`src/rtl/mem_access_ctrl.sv`:
```
`default_nettype none
// ============================================================================
// Module   : mem_access_ctrl
// Brief    : MEM-stage data-memory sequencer. Accepts one load/store at a
//            time, checks alignment, drives a variable-latency memory with
//            lane byte-enables, times out stalled accesses, extends load
//            data and returns it over a valid/ready response port.
// Revision : 1.0 - initial release
// ============================================================================
module mem_access_ctrl #(
    parameter int unsigned TIMEOUT = 16,
    parameter int unsigned CNT_W   = 8
) (
    input  logic        clk,
    input  logic        rst,
    input  logic        req_valid,
    output logic        req_ready,
    input  logic        req_we,
    input  logic [1:0]  req_size,
    input  logic        req_signed,
    input  logic [31:0] req_addr,
    input  logic [31:0] req_wdata,
    output logic        mem_en,
    output logic        mem_we,
    output logic [3:0]  mem_be,
    output logic [31:0] mem_addr,
    output logic [31:0] mem_wdata,
    input  logic [31:0] mem_rdata,
    input  logic        mem_ack,
    output logic        resp_valid,
    input  logic        resp_ready,
    output logic [31:0] resp_rdata,
    output logic [1:0]  resp_err
);

    localparam logic [1:0] c_IDLE   = 2'd0;
    localparam logic [1:0] c_ACCESS = 2'd1;
    localparam logic [1:0] c_RESP   = 2'd2;

    localparam logic [1:0] c_ERR_OK    = 2'b00;
    localparam logic [1:0] c_ERR_ALIGN = 2'b01;
    localparam logic [1:0] c_ERR_TOUT  = 2'b10;

    // Last counter value of an access before it is declared timed out.
    localparam logic [CNT_W-1:0] c_TO_LAST = (TIMEOUT > 0) ? CNT_W'(TIMEOUT - 1) : '0;
    localparam bit               c_TO_EN   = (TIMEOUT != 0);

    logic [1:0]       r_state, w_next_state;
    logic [CNT_W-1:0] r_cnt;

    // Request fields needed after acceptance for load-data extraction.
    logic             r_lat_we;
    logic [1:0]       r_lat_size;
    logic             r_lat_signed;
    logic [1:0]       r_lat_lo;

    logic             r_req_ready,  w_req_ready_d;
    logic             r_mem_en,     w_mem_en_d;
    logic             r_mem_we,     w_mem_we_d;
    logic [3:0]       r_mem_be,     w_mem_be_d;
    logic [31:0]      r_mem_addr,   w_mem_addr_d;
    logic [31:0]      r_mem_wdata,  w_mem_wdata_d;
    logic             r_resp_valid, w_resp_valid_d;
    logic [31:0]      r_resp_rdata, w_resp_rdata_d;
    logic [1:0]       r_resp_err,   w_resp_err_d;

    logic             w_accept;
    logic             w_illegal;
    logic             w_timeout;
    logic [3:0]       w_be;
    logic [31:0]      w_wdata;
    logic [31:0]      w_shift;
    logic [31:0]      w_load_data;

    assign w_accept  = (r_state == c_IDLE) && r_req_ready && req_valid;
    assign w_timeout = c_TO_EN && (r_cnt == c_TO_LAST);

    // Alignment / size legality of the incoming request.
    always_comb begin
        w_illegal = 1'b0;
        case (req_size)
            2'b00:   w_illegal = 1'b1;
            2'b10:   w_illegal = req_addr[0];
            2'b11:   w_illegal = |req_addr[1:0];
            default: w_illegal = 1'b0;
        endcase
    end

    // Lane byte-enables and replicated store data for the incoming request.
    always_comb begin
        w_be    = 4'b0000;
        w_wdata = req_wdata;
        case (req_size)
            2'b01: begin
                w_be    = 4'b0001 << req_addr[1:0];
                w_wdata = {4{req_wdata[7:0]}};
            end
            2'b10: begin
                w_be    = req_addr[1] ? 4'b1100 : 4'b0011;
                w_wdata = {2{req_wdata[15:0]}};
            end
            2'b11: begin
                w_be    = 4'b1111;
                w_wdata = req_wdata;
            end
            default: begin
                w_be    = 4'b0000;
                w_wdata = req_wdata;
            end
        endcase
    end

    // Select the addressed field of the read word and zero/sign-extend it.
    always_comb begin
        w_shift     = mem_rdata >> {r_lat_lo, 3'b000};
        w_load_data = mem_rdata;
        case (r_lat_size)
            2'b01:   w_load_data = {{24{r_lat_signed & w_shift[7]}}, w_shift[7:0]};
            2'b10:   w_load_data = r_lat_lo[1]
                                 ? {{16{r_lat_signed & mem_rdata[31]}}, mem_rdata[31:16]}
                                 : {{16{r_lat_signed & mem_rdata[15]}}, mem_rdata[15:0]};
            default: w_load_data = mem_rdata;
        endcase
    end

    // Next-state decision.
    always_comb begin
        w_next_state = r_state;
        case (r_state)
            c_IDLE: begin
                if (w_accept) begin
                    w_next_state = w_illegal ? c_RESP : c_ACCESS;
                end
            end
            c_ACCESS: begin
                if (mem_ack || w_timeout) begin
                    w_next_state = c_RESP;
                end
            end
            c_RESP: begin
                if (resp_ready) begin
                    w_next_state = c_IDLE;
                end
            end
            default: w_next_state = c_IDLE;
        endcase
    end

    // Next values of the registered outputs; each holds unless changed here.
    always_comb begin
        w_req_ready_d  = r_req_ready;
        w_mem_en_d     = r_mem_en;
        w_mem_we_d     = r_mem_we;
        w_mem_be_d     = r_mem_be;
        w_mem_addr_d   = r_mem_addr;
        w_mem_wdata_d  = r_mem_wdata;
        w_resp_valid_d = r_resp_valid;
        w_resp_rdata_d = r_resp_rdata;
        w_resp_err_d   = r_resp_err;
        case (r_state)
            c_IDLE: begin
                w_req_ready_d = 1'b1;
                if (w_accept) begin
                    w_req_ready_d = 1'b0;
                    if (w_illegal) begin
                        w_resp_valid_d = 1'b1;
                        w_resp_rdata_d = '0;
                        w_resp_err_d   = c_ERR_ALIGN;
                    end else begin
                        w_mem_en_d    = 1'b1;
                        w_mem_we_d    = req_we;
                        w_mem_be_d    = w_be;
                        w_mem_addr_d  = {req_addr[31:2], 2'b00};
                        w_mem_wdata_d = w_wdata;
                    end
                end
            end
            c_ACCESS: begin
                if (mem_ack || w_timeout) begin
                    w_mem_en_d     = 1'b0;
                    w_mem_we_d     = 1'b0;
                    w_mem_be_d     = 4'b0000;
                    w_resp_valid_d = 1'b1;
                    if (mem_ack) begin
                        w_resp_rdata_d = r_lat_we ? '0 : w_load_data;
                        w_resp_err_d   = c_ERR_OK;
                    end else begin
                        w_resp_rdata_d = '0;
                        w_resp_err_d   = c_ERR_TOUT;
                    end
                end
            end
            c_RESP: begin
                if (resp_ready) begin
                    w_resp_valid_d = 1'b0;
                    w_resp_rdata_d = '0;
                    w_resp_err_d   = c_ERR_OK;
                    w_req_ready_d  = 1'b1;
                end
            end
            default: begin
                w_req_ready_d = 1'b0;
            end
        endcase
    end

    // State, timeout counter and registered outputs.
    always_ff @(posedge clk or posedge rst) begin
        if (rst) begin
            r_state      <= c_IDLE;
            r_cnt        <= '0;
            r_req_ready  <= 1'b0;
            r_mem_en     <= 1'b0;
            r_mem_we     <= 1'b0;
            r_mem_be     <= 4'b0000;
            r_mem_addr   <= '0;
            r_mem_wdata  <= '0;
            r_resp_valid <= 1'b0;
            r_resp_rdata <= '0;
            r_resp_err   <= c_ERR_OK;
        end else begin
            r_state      <= w_next_state;
            r_cnt        <= (r_state == c_ACCESS) ? r_cnt + 1'b1 : '0;
            r_req_ready  <= w_req_ready_d;
            r_mem_en     <= w_mem_en_d;
            r_mem_we     <= w_mem_we_d;
            r_mem_be     <= w_mem_be_d;
            r_mem_addr   <= w_mem_addr_d;
            r_mem_wdata  <= w_mem_wdata_d;
            r_resp_valid <= w_resp_valid_d;
            r_resp_rdata <= w_resp_rdata_d;
            r_resp_err   <= w_resp_err_d;
        end
    end

    // Capture the request fields used to shape the load result.
    always_ff @(posedge clk or posedge rst) begin
        if (rst) begin
            r_lat_we     <= 1'b0;
            r_lat_size   <= 2'b00;
            r_lat_signed <= 1'b0;
            r_lat_lo     <= 2'b00;
        end else if (w_accept) begin
            r_lat_we     <= req_we;
            r_lat_size   <= req_size;
            r_lat_signed <= req_signed;
            r_lat_lo     <= req_addr[1:0];
        end
    end

    assign req_ready  = r_req_ready;
    assign mem_en     = r_mem_en;
    assign mem_we     = r_mem_we;
    assign mem_be     = r_mem_be;
    assign mem_addr   = r_mem_addr;
    assign mem_wdata  = r_mem_wdata;
    assign resp_valid = r_resp_valid;
    assign resp_rdata = r_resp_rdata;
    assign resp_err   = r_resp_err;

endmodule
`default_nettype wire

```
`config.mk`:
```
export PLATFORM = sky130hd
export DESIGN_NAME = mem_access_ctrl
export DESIGN_NICKNAME = d
export VERILOG_FILES = /design/src/rtl/mem_access_ctrl.sv
export SDC_FILE = /design/constraint.sdc
export NUM_CORES = 1
export LEC_CHECK = 0
export ABC_AREA = 1
export CORE_MARGIN = 1.5
export CORE_UTILIZATION = 38
export DETAILED_ROUTE_END_ITERATION = 16
export PLACE_DENSITY = 0.7
export REMOVE_ABC_BUFFERS = 1
export SYNTH_ARGS = -nofsm -noshare
export SYNTH_HDL_FRONTEND = slang
export SYNTH_SLANG_ARGS = --single-unit
```
`constraint.sdc`:
```
create_clock -name clk -period 5.6 [get_ports clk]
set_input_delay 1.12 -clock clk [delete_from_list [all_inputs] [get_ports clk]]
set_output_delay 1.12 -clock clk [all_outputs]
set_load 0.02 [all_outputs]
```
==> results of run 1 <==
==> stage by stage <==
stage                     hold WS (ns)    util  worst slack [ns]  power [W]
after detailed placement        0.4593  0.5309             2.024   0.003749
after global routing            0.4932  0.5700             2.189   0.005160
final                           0.4660  0.5700             2.461   0.004813
after CTS                       0.4667  0.5700             2.458   0.004874
after global placement          0.4561  0.5309             2.116   0.003736
after floorplan                 0.4329       -             1.294   0.002743
==> final cells by class <==
type                            instances  area share
Clock buffer                           22     0.05473
Clock inverter                         10     0.01386
Inverter                               44     0.01964
Multi-Input combinational cell        566      0.2943
Sequential cell                       120      0.3466
Tap cell                              188     0.02715
Timing Repair Buffer                  212      0.2438
==> logic make-up after synthesis <==
| logic type | share of synthesized area |
|---|---|
| compound gates | 0.09966 |
| flops | 0.5068 |
| simple gates | 0.3062 |
| other cells | 0.0006328 |
| fa+ha+maj | 0.02323 |
| buf+inv | 0.06355 |
==> state kept, by name, indices dropped and copies added (netlist names) <==
name and cells:
r_cnt 8, r_lat_we 1, r_state 2, mem_we 1, mem_addr 30, mem_wdata 32
r_lat_size 2, resp_valid 1, r_lat_signed 1, req_ready 1, resp_err 2, mem_be 4
r_lat_lo 2, mem_en 1, resp_rdata 32
==> final timing paths <==
path,end
max,mem_be[0]
min,r_cnt[0]
max reg2reg,resp_rdata[0]
min reg2reg,r_cnt[0]
max in group asynchronous,resp_rdata[17]
min in group asynchronous,mem_addr[16]
==> layer usage <==
metal	track usage	up-vias	part of all wire	wire length [um]
met5	0	-	0	0
met4	0.07865	0	0.018	313
met3	0.1018	25	0.10	1751
met2	0.3153	233	0.44	7484
met1	0.2672	2557	0.44	7398
li1	-	2794	-	-
==> cells in the final DEF (no fill, tap or decap), drive strengths merged <==
cell type,n
a21oi,34
a22oi,4
a31oi,3
buf,4
bufinv,2
clkbuf,22
clkdlybuf4s50,208
clkinv,4
clkinvlp,5
conb,2
dfrtp,120
ha,11
inv,43
nand2,345
nand3,27
nand4,1
nor2,67
o211ai,2
o21a,8
o21ai,53
o21bai,1
o22ai,2
or2,6
==> report_power, final <==
group          total [W]  internal (W)  switching [W]
sequential       0.00141       0.00120       0.000215
combinational    0.00232      0.000954        0.00136
clock            0.00108      0.000690       0.000394
==> worst max-delay path: stages <==
cell and delay, ns:
sky130_fd_sc_hd__clkdlybuf4s50_1 0.47, sky130_fd_sc_hd__inv_1 0.13, sky130_fd_sc_hd__ha_1 0.24, sky130_fd_sc_hd__nand2_1 0.07
sky130_fd_sc_hd__nand2_1 0.06, sky130_fd_sc_hd__nand2_1 0.08, sky130_fd_sc_hd__nand3_2 0.08, sky130_fd_sc_hd__buf_4 0.52
sky130_fd_sc_hd__nand2_1 0.14, sky130_fd_sc_hd__nand3_1 0.36, sky130_fd_sc_hd__nand2_1 0.10, sky130_fd_sc_hd__o21ai_1 0.09
==> implementation parameters, run 1 <==
Parameter                              Value

Run status
  Run status ... complete, no violations

Timing
  Max-slew violation count ... 0
  Part of the cycle the worst path needs ... 0.5606
  Setup Viol. Count Final ... 0
  Clock period minus final worst setup slack ... 3.139 ns
  TNS Setup ... 0 ns
  Setup repair after global routing missed its margin ... false
  Relative slew margins ... 0.3276
  Achievable Freq ... 0.3185 GHz
  Actual transition at the worst max-transition pin ... 1.007 ns
  Worst Skew ... 0.006518 ns
  Total count of hold-check failures in the final report ... 0

GRT
  Remaining global-route overflow ... 0
  Largest net degree at the start of global routing ... 64
  Vias in the first global route ... 5246
  Wire length of the first global-routing pass ... 26940 um
  Global-route usage over all layers ... 0.2118
  Antenna violations before repair ... 0

Yosys
  Cell accounting for the most synthesized area ... sky130_fd_sc_hd__dfrtp_1
  Area share of the largest cell type after synthesis ... 0.5068
  Synth Warn # ... 0
  Synth top area cells ... sky130_fd_sc_hd__dfrtp_1 (51%), sky130_fd_sc_hd__nand2_1 (21%), sky130_fd_sc_hd__o21ai_0 (3.9%)
  Proportion of synthesized flip-flops having asynchronous set or reset ... 1.000
  Number of instances in the synthesized netlist ... 765
  Number of distinct library cells after synthesis ... 32
  Post-Synthesis Cell Area ... 5926 um^2
  Number of synthesized flops with an enable pin ... 0
  Avg Cell Area, Syn ... 7.746 um^2
  Seq/Total Area, Yosys ... 0.5068
  Commonest cells post-synth ... sky130_fd_sc_hd__nand2_1 (338), sky130_fd_sc_hd__dfrtp_1 (120), sky130_fd_sc_hd__nor2_1 (55), sky130_fd_sc_hd__o21ai_0 (46), sky130_fd_sc_hd__inv_1 (40)
  Main synth FF type ... sky130_fd_sc_hd__dfrtp_1
  Synthesized flop and latch total ... 120
  Most used standard cell by instance count after synthesis ... sky130_fd_sc_hd__nand2_1

CTS
  Skew-Pair Late Insertion Delay ... 0.41 ns
  Maximum count of clock buffers along a single path ... 2
  TritonCTS clock tree ... done
  # resized after CTS ... 0
  Post-CTS setup buffers ... 0
  Clk pin slew, worst setup/hold paths ... 0.06 ns
  Total clock buffers created by CTS ... 17
  Clk sinks ... 120
  Hold Buf Count CTS ... 0
  Maximum level of the CTS H-tree ... 4
  Root Buffer ... sky130_fd_sc_hd__clkbuf_16

Floorplan
  Site Rows ... 45
  Floorplan die area ... 16350 um^2
  Effective utilization at floorplan ... 0.3898
  Num ports ... 211
  Die Y ... 127.9 um
  Chip Width ... 127.9 um
  Area inside the core boundary ... 15200 um^2

Drt
  Number of DRC markers in iteration 0 ... 373
  Routed via count divided by cell count ... 4.827
  DRC Markers ... 0
  Antenna viol nets, final ... 0
  Final WL ... 16950 um
  Routed WL per cell ... 14.59 um
  Via count ... 5609
  Number of search-and-repair iterations in the first detailed-routing pass ... 5

Worst hold path
  Class of the tightest hold or removal check ... reg2reg
  Hold Path Origin ... r_cnt[0]
  Hold Path Stages ... 1

Cells and area
  Antenna fix cells ... 0
  Filler Cell Count ... 1408
  Final Net Count ... 1077
  Post-Layout Inst Area ... 8665 um^2
  Non-filler instance count after layout ... 1162
  Ratio of cells with drive above 1 in the final layout ... 0.06879
  Area of the multi-input gates ... 2550 um^2
  Combined flip-flop and latch cell area ... 3003 um^2
  Area growth syn-to-layout ... 46.22%

Placement
  Total of buffers placed on input and output ports ... 208
  Placed Cells ... 1130
  Weighted congestion reported at the end of routability-driven placement ... 0.8359
  Standard cell area after detailed placement ... 8070 um^2
  HPWL after DPL ... 11860 um

Critical path
  Reg2reg setup slack ... 2.92 ns
  Crit end category ... flop
  Crit path from ... req_size[0]
  Crit path required time ... 5.93 ns
  Reg2Reg Depth ... 8
  Biggest fanout along the worst timing path ... 63
  Category of the most critical setup path ... in2reg
  Origin of the critical flop-to-flop path ... r_lat_size[0]
  CP Launch Type ... input port
  Arrival time worst endpoint ... 3.47 ns

Pwr
  Static leakage power ... 4.155 nW
  Pwr per Cell Area ... 555.5 nW/um^2
  IR Drop Worst-Case VDD ... 0.2677 mV

Run
  Number of maximum-capacitance violations ... 0
No activity file was read; power rests on OpenSTA's default activity.
==> run 2, diff against run 1 <==
--- a/config.mk
+++ b/config.mk
@@ -9,7 +9,7 @@
 export CORE_MARGIN = 1.5
 export CORE_UTILIZATION = 38
 export DETAILED_ROUTE_END_ITERATION = 16
-export PLACE_DENSITY = 0.7
+export PLACE_DENSITY = 0.72
 export REMOVE_ABC_BUFFERS = 1
 export SYNTH_ARGS = -nofsm -noshare
 export SYNTH_HDL_FRONTEND = slang
==> constraint.sdc (replaced) <==
create_clock -name clk -period 2.7 [get_ports clk]
set_input_delay 0.54 -clock clk [delete_from_list [all_inputs] [get_ports clk]]
set_output_delay 0.54 -clock clk [all_outputs]
set_load 0.02 [all_outputs]
==> run 2 against run 1 <==
- cell count increased by 1.0%
- sequential share of layout area shrank 0.56 points
- clock-buffer cell count shrank 5
- core utilization up 0.94 points
- critical path depth fell by 1
- first-iteration DRC count is 6.2% lower
- worst setup slack lost 1.9 ns
- critical endpoint is now mem_en
- largest power group unchanged
==> implementation parameters, run 2 (same netlist as run 1, synthesis figures left out) <==
Parameter                              Value

Run
  Number of maximum-capacitance violations ... 0

Drt
  Via count ... 5628
  Number of DRC markers in iteration 0 ... 350
  Final WL ... 17320 um
  Routed via count divided by cell count ... 4.794
  DRC Markers ... 0
  Antenna viol nets, final ... 0
  Number of search-and-repair iterations in the first detailed-routing pass ... 4
  Routed WL per cell ... 14.75 um

Critical path
  Crit end category ... flop
  Biggest fanout along the worst timing path ... 12
  Reg2reg setup slack ... 0.75 ns
  Reg2Reg Depth ... 7
  Arrival time worst endpoint ... 2.41 ns
  CP Launch Type ... input port
  End of the worst register-to-register path ... mem_en
  Category of the most critical setup path ... in2reg
  Crit path required time ... 2.99 ns
  Origin of the critical flop-to-flop path ... r_state[1]

CTS
  Maximum level of the CTS H-tree ... 4
  Total clock buffers created by CTS ... 17
  Hold Buf Count CTS ... 0
  Post-CTS setup buffers ... 0
  Skew-Pair Late Insertion Delay ... 0.42 ns
  TritonCTS clock tree ... done
  Root Buffer ... sky130_fd_sc_hd__clkbuf_16
  # resized after CTS ... 0
  Clk sinks ... 120
  Maximum count of clock buffers along a single path ... 2
  Clk pin slew, worst setup/hold paths ... 0.06 ns

Timing
  Max-slew violation count ... 0
  Total count of hold-check failures in the final report ... 0
  Worst Skew ... 0.008946 ns
  Relative slew margins ... 0.5642
  Worst setup slack after layout ... 0.5830 ns
  Actual transition at the worst max-transition pin ... 0.6493 ns
  Setup repair after global routing missed its margin ... false
  Setup Viol. Count Final ... 0
  Achievable Freq ... 0.4724 GHz
  Part of the cycle the worst path needs ... 0.7841
  Clock period minus final worst setup slack ... 2.117 ns

Cells and area
  Area growth syn-to-layout ... 48.63%
  Antenna fix cells ... 0
  Non-filler instance count after layout ... 1174
  Filler Cell Count ... 1385
  Final Net Count ... 1089
  Commonest non-fill, non-tap cells in the layout ... sky130_fd_sc_hd__nand2_1 (338), sky130_fd_sc_hd__clkdlybuf4s50_1 (208), sky130_fd_sc_hd__dfrtp_1 (120), sky130_fd_sc_hd__nor2_1 (55), sky130_fd_sc_hd__o21ai_0 (46)
  Ratio of cells with drive above 1 in the final layout ... 0.08215
  Most common library cell in the layout ignoring fill and taps ... sky130_fd_sc_hd__nand2_1
  Combined flip-flop and latch cell area ... 3003 um^2
  Area of the multi-input gates ... 2550 um^2

Floorplan
  Num ports ... 211
  Floorplan die area ... 16350 um^2
  Chip Width ... 127.9 um
  Area inside the core boundary ... 15200 um^2
  Effective utilization at floorplan ... 0.3898
  Site Rows ... 45
  Die Y ... 127.9 um

Placement
  Weighted congestion reported at the end of routability-driven placement ... 0.7901
  HPWL after DPL ... 12430 um
  Placed Cells ... 1142
  Pre-CTS WS ... 0.1423 ns
  Total of buffers placed on input and output ports ... 208

Worst hold path
  Class of the tightest hold or removal check ... reg2reg
  Hold Path Stages ... 1
  Hold Path Origin ... r_cnt[0]
  End point of the most critical hold path ... r_cnt[0]

GRT
  Remaining global-route overflow ... 0
  Largest net degree at the start of global routing ... 63
  Fraction of met2 tracks used by global routing ... 0.3650
  Met3 Use GR ... 0.09098
  Vias in the first global route ... 5678
  Met1 layer usage reported by global route ... 0.2680
  Peak-usage layer in the global routing report ... met2
  Wire length of the first global-routing pass ... 28320 um
  Global-route usage over all layers ... 0.2225
  Antenna violations before repair ... 0

Pwr
  IR Drop Worst-Case VDD ... 0.5891 mV
  Post-layout power ... 0.01010 W
  Static leakage power ... 4.242 nW
  Pwr per Cell Area ... 1147 nW/um^2

Run status
  Run status ... complete, no violations
==> run 2: changes by cell type in the layout (fill, tap and decap cells not counted), sizes merged <==
cell      previous run  this run
clkinv               4         8
clkinvlp             5         2
bufinv               2         1
inv                 43        48
clkbuf              22        17
buf                  4        16
==> run 2: metrics by stage <==
step | setup TNS (ns) | util | hold slack, ns | cell area [um^2]
after CTS | 0 | 0.5793 | 0.4712 | 8807
after global routing | 0 | 0.5793 | 0.4907 | 8807
after floorplan | -127.18 | - | 0.4329 | 5720
final | 0 | 0.5793 | 0.4711 | 8807
after global placement | 0 | 0.5417 | 0.4535 | 8235
after detailed placement | 0 | 0.5417 | 0.4631 | 8235
==> run 2: how the worst max path moves through the flow <==
stage                            from      endpoint
after detailed placement  req_size[0]     mem_be[2]
after global placement    req_size[0]        mem_en
final                     req_size[0]        mem_en
after CTS                 req_size[0]        mem_en
after floorplan                   rst  mem_addr[10]
after global routing      req_size[0]     mem_be[1]
==> run 2: per-layer routing <==
layer  vias to the layer above  part of all wire
li1                       2816                 -
met1                      2561              0.42
met2                       224              0.46
met3                        27              0.10
met4                         0             0.019
met5                         -                 0
==> run 2: area by class of cell <==
| type | instances | share of cell area |
|---|---|---|
| sequential | 120 | 0.3410 |
| multi-input combinational | 566 | 0.2895 |
| timing repair buffer | 224 | 0.2586 |
| clock buffer | 17 | 0.04830 |
| tap | 188 | 0.02671 |
| inverter | 44 | 0.01932 |
| clock inverter | 15 | 0.01662 |
==> run 2: critical path, stage by stage <==
cell	delay [ns]
sky130_fd_sc_hd__clkdlybuf4s50_1	0.53
sky130_fd_sc_hd__inv_1	0.09
sky130_fd_sc_hd__ha_1	0.26
sky130_fd_sc_hd__nand2_1	0.08
sky130_fd_sc_hd__nand2_1	0.05
sky130_fd_sc_hd__nand2_1	0.09
sky130_fd_sc_hd__nand3_2	0.12
sky130_fd_sc_hd__nand2_1	0.10
sky130_fd_sc_hd__nand3_1	0.31
sky130_fd_sc_hd__nand2_1	0.16
sky130_fd_sc_hd__o21ai_1	0.07
==> run 2: power breakdown <==
part / switching, W / internal (W) / leakage, nW
Clock: 0.000896 / 0.00128 / 0.275
Sequential: 0.000418 / 0.00248 / 1.55
Combinational: 0.00293 / 0.00209 / 2.41
Total: 0.00424 / 0.00586 / 4.24
==> run 3, diff against run 2 <==
--- a/config.mk
+++ b/config.mk
@@ -9,7 +9,7 @@
 export CORE_MARGIN = 1.5
 export CORE_UTILIZATION = 38
 export DETAILED_ROUTE_END_ITERATION = 16
-export PLACE_DENSITY = 0.72
+export PLACE_DENSITY = 0.7
 export REMOVE_ABC_BUFFERS = 1
 export SYNTH_ARGS = -nofsm -noshare
 export SYNTH_HDL_FRONTEND = slang
==> constraint.sdc (replaced) <==
create_clock -name clk -period 2 [get_ports clk]
set_input_delay 0.4 -clock clk [delete_from_list [all_inputs] [get_ports clk]]
set_output_delay 0.4 -clock clk [all_outputs]
set_load 0.02 [all_outputs]
==> run 3 against run 2 <==
- total power grew 42%
- clock-buffer cell count grew 8
- cell count grew 2.9%
- critical endpoint is now mem_be[1]
- clock power grew 52%
- core utilization grew 2.6 points
==> implementation parameters, run 3 (same netlist as run 1, synthesis figures left out) <==
Parameter                              Value

Cells and area
  Area of the multi-input gates ... 2556 um^2
  Area growth syn-to-layout ... 55.36%
  Filler Cell Count ... 1353
  Final Net Count ... 1123
  Antenna fix cells ... 0
  Most common library cell in the layout ignoring fill and taps ... sky130_fd_sc_hd__nand2_1
  Ratio of cells with drive above 1 in the final layout ... 0.1127
  Commonest non-fill, non-tap cells in the layout ... sky130_fd_sc_hd__nand2_1 (338), sky130_fd_sc_hd__clkdlybuf4s50_1 (208), sky130_fd_sc_hd__dfrtp_1 (120), sky130_fd_sc_hd__nor2_1 (55), sky130_fd_sc_hd__o21ai_0 (46)
  Post-Route Utilization ... 0.6056
  Combined flip-flop and latch cell area ... 3003 um^2

Critical path
  Critical path's slowest cell ... sky130_fd_sc_hd__clkdlybuf4s50_1
  Category of the most critical setup path ... reg2out
  Biggest fanout along the worst timing path ... 2
  CP Launch Type ... flop
  Arrival time worst endpoint ... 1.44 ns
  Delay of the slowest cell on the worst path ... 0.68 ns
  Critical path's top delay family ... buffers and inverters
  Crit end category ... output pin
  Buffering stage count on the worst path with inverters included ... 1
  Cells along the critical path ... clkdlybuf4s50_1
  Crit path required time ... 1.60 ns

Floorplan
  Effective utilization at floorplan ... 0.3898
  Floorplan die area ... 16350 um^2
  Chip Width ... 127.9 um
  Area inside the core boundary ... 15200 um^2
  Num ports ... 211
  Die Y ... 127.9 um
  Site Rows ... 45

Drt
  Final WL ... 17640 um
  Via count ... 5747
  Antenna viol nets, final ... 0
  DRC Markers ... 0
  Routed WL per cell ... 14.61 um
  Number of search-and-repair iterations in the first detailed-routing pass ... 5
  Number of DRC markers in iteration 0 ... 418
  Routed via count divided by cell count ... 4.757

GRT
  Vias in the first global route ... 5698
  Wire length of the first global-routing pass ... 28740 um
  Largest net degree at the start of global routing ... 39
  Remaining global-route overflow ... 0
  Antenna violations before repair ... 0
  Global-route usage over all layers ... 0.2270

CTS
  Clk pin slew, worst setup/hold paths ... 0.06 ns
  Maximum count of clock buffers along a single path ... 2
  Maximum level of the CTS H-tree ... 4
  TritonCTS clock tree ... done
  Skew-Pair Late Insertion Delay ... 0.42 ns
  Total clock buffers created by CTS ... 17
  Post-CTS setup buffers ... 0
  Clk sinks ... 120
  Root Buffer ... sky130_fd_sc_hd__clkbuf_16

Pwr
  IR Drop Worst-Case VDD ... 0.7474 mV
  Post-layout power ... 0.01430 W
  Pwr per Cell Area ... 1554 nW/um^2
  Static leakage power ... 4.463 nW

Timing
  Part of the cycle the worst path needs ... 0.9219
  Setup repair after global routing missed its margin ... false
  Total count of hold-check failures in the final report ... 0
  Max-slew violation count ... 0
  Worst Skew ... 0.007364 ns
  Setup Viol. Count Final ... 0
  Clock period minus final worst setup slack ... 1.844 ns
  Achievable Freq ... 0.5424 GHz

Placement
  Weighted congestion reported at the end of routability-driven placement ... 0.8339
  HPWL after DPL ... 13000 um
  Total of buffers placed on input and output ports ... 208

Run status
  Run status ... complete, no violations

Run
  Number of maximum-capacitance violations ... 0

Worst hold path
  Class of the tightest hold or removal check ... in2async
## run 3: cell types whose count changed in the layout (fill, tap and decap cells not counted), sizes merged
| cell | delta |
|---|---|
| clkbuf | +8 |
| inv | -5 |
| clkinv | -6 |
| bufinv | +3 |
| buf | +34 |
## run 3: area by class of cell
type	instances	area share
multi-input combinational	566	0.2777
clock inverter	7	0.01495
inverter	44	0.01889
tap	188	0.02555
timing repair buffer	258	0.2819
clock buffer	25	0.05491
sequential	120	0.3262
## run 3: routing by layer
metal / GRT usage / part of all wire / up-vias
met3: 0.1060 / 0.11 / 20
li1: - / - / 2884
met2: 0.3529 / 0.45 / 227
met1: 0.2822 / 0.42 / 2616
met4: 0.06808 / 0.014 / 0
met5: 0 / 0 / -
## run 3: stage by stage
stage	setup slack, ns	std cells	cell area, um^2	hold WS [ns]	setup TNS [ns]
2_1_floorplan	-1.586	730	5720	0.4329	-248.42
3_3_place_gp	-0.1071	1176	8553	0.4489	-6.950
3_5_place_dp	-0.1935	1176	8553	0.4549	-13.58
4_1_cts	0.1208	1208	9196	0.2607	0
5_1_grt	0.01645	1208	9206	0.2710	0
6_report	0.1563	1208	9206	0.2668	0
## run 3: path summary, 6_finish.rpt
check                      slack (ns)        endpoint         from  cells after the start
min in group clk                 0.47        r_cnt[7]     r_cnt[7]                      1
min reg2reg                      0.47        r_cnt[7]     r_cnt[7]                      1
max in group asynchronous        1.22   mem_wdata[27]          rst                      3
min                              0.27    mem_addr[16]          rst                      2
max                              0.16       mem_be[1]    mem_be[1]                      1
max reg2reg                      0.23  resp_rdata[30]  r_lat_lo[1]                      9
## run 3: power breakdown
group          total [W]  internal, W  switching (W)
Sequential       0.00397      0.00335       0.000617
Combinational    0.00701      0.00305        0.00396
Clock            0.00332      0.00225        0.00107
Total             0.0143      0.00865        0.00565
## run 3: what timing repair did
action                                  in CTS  in global routing
gates resized for setup                      0                  3
hold buffers                                 0                  0
endpoints found under the setup margin       0                 13
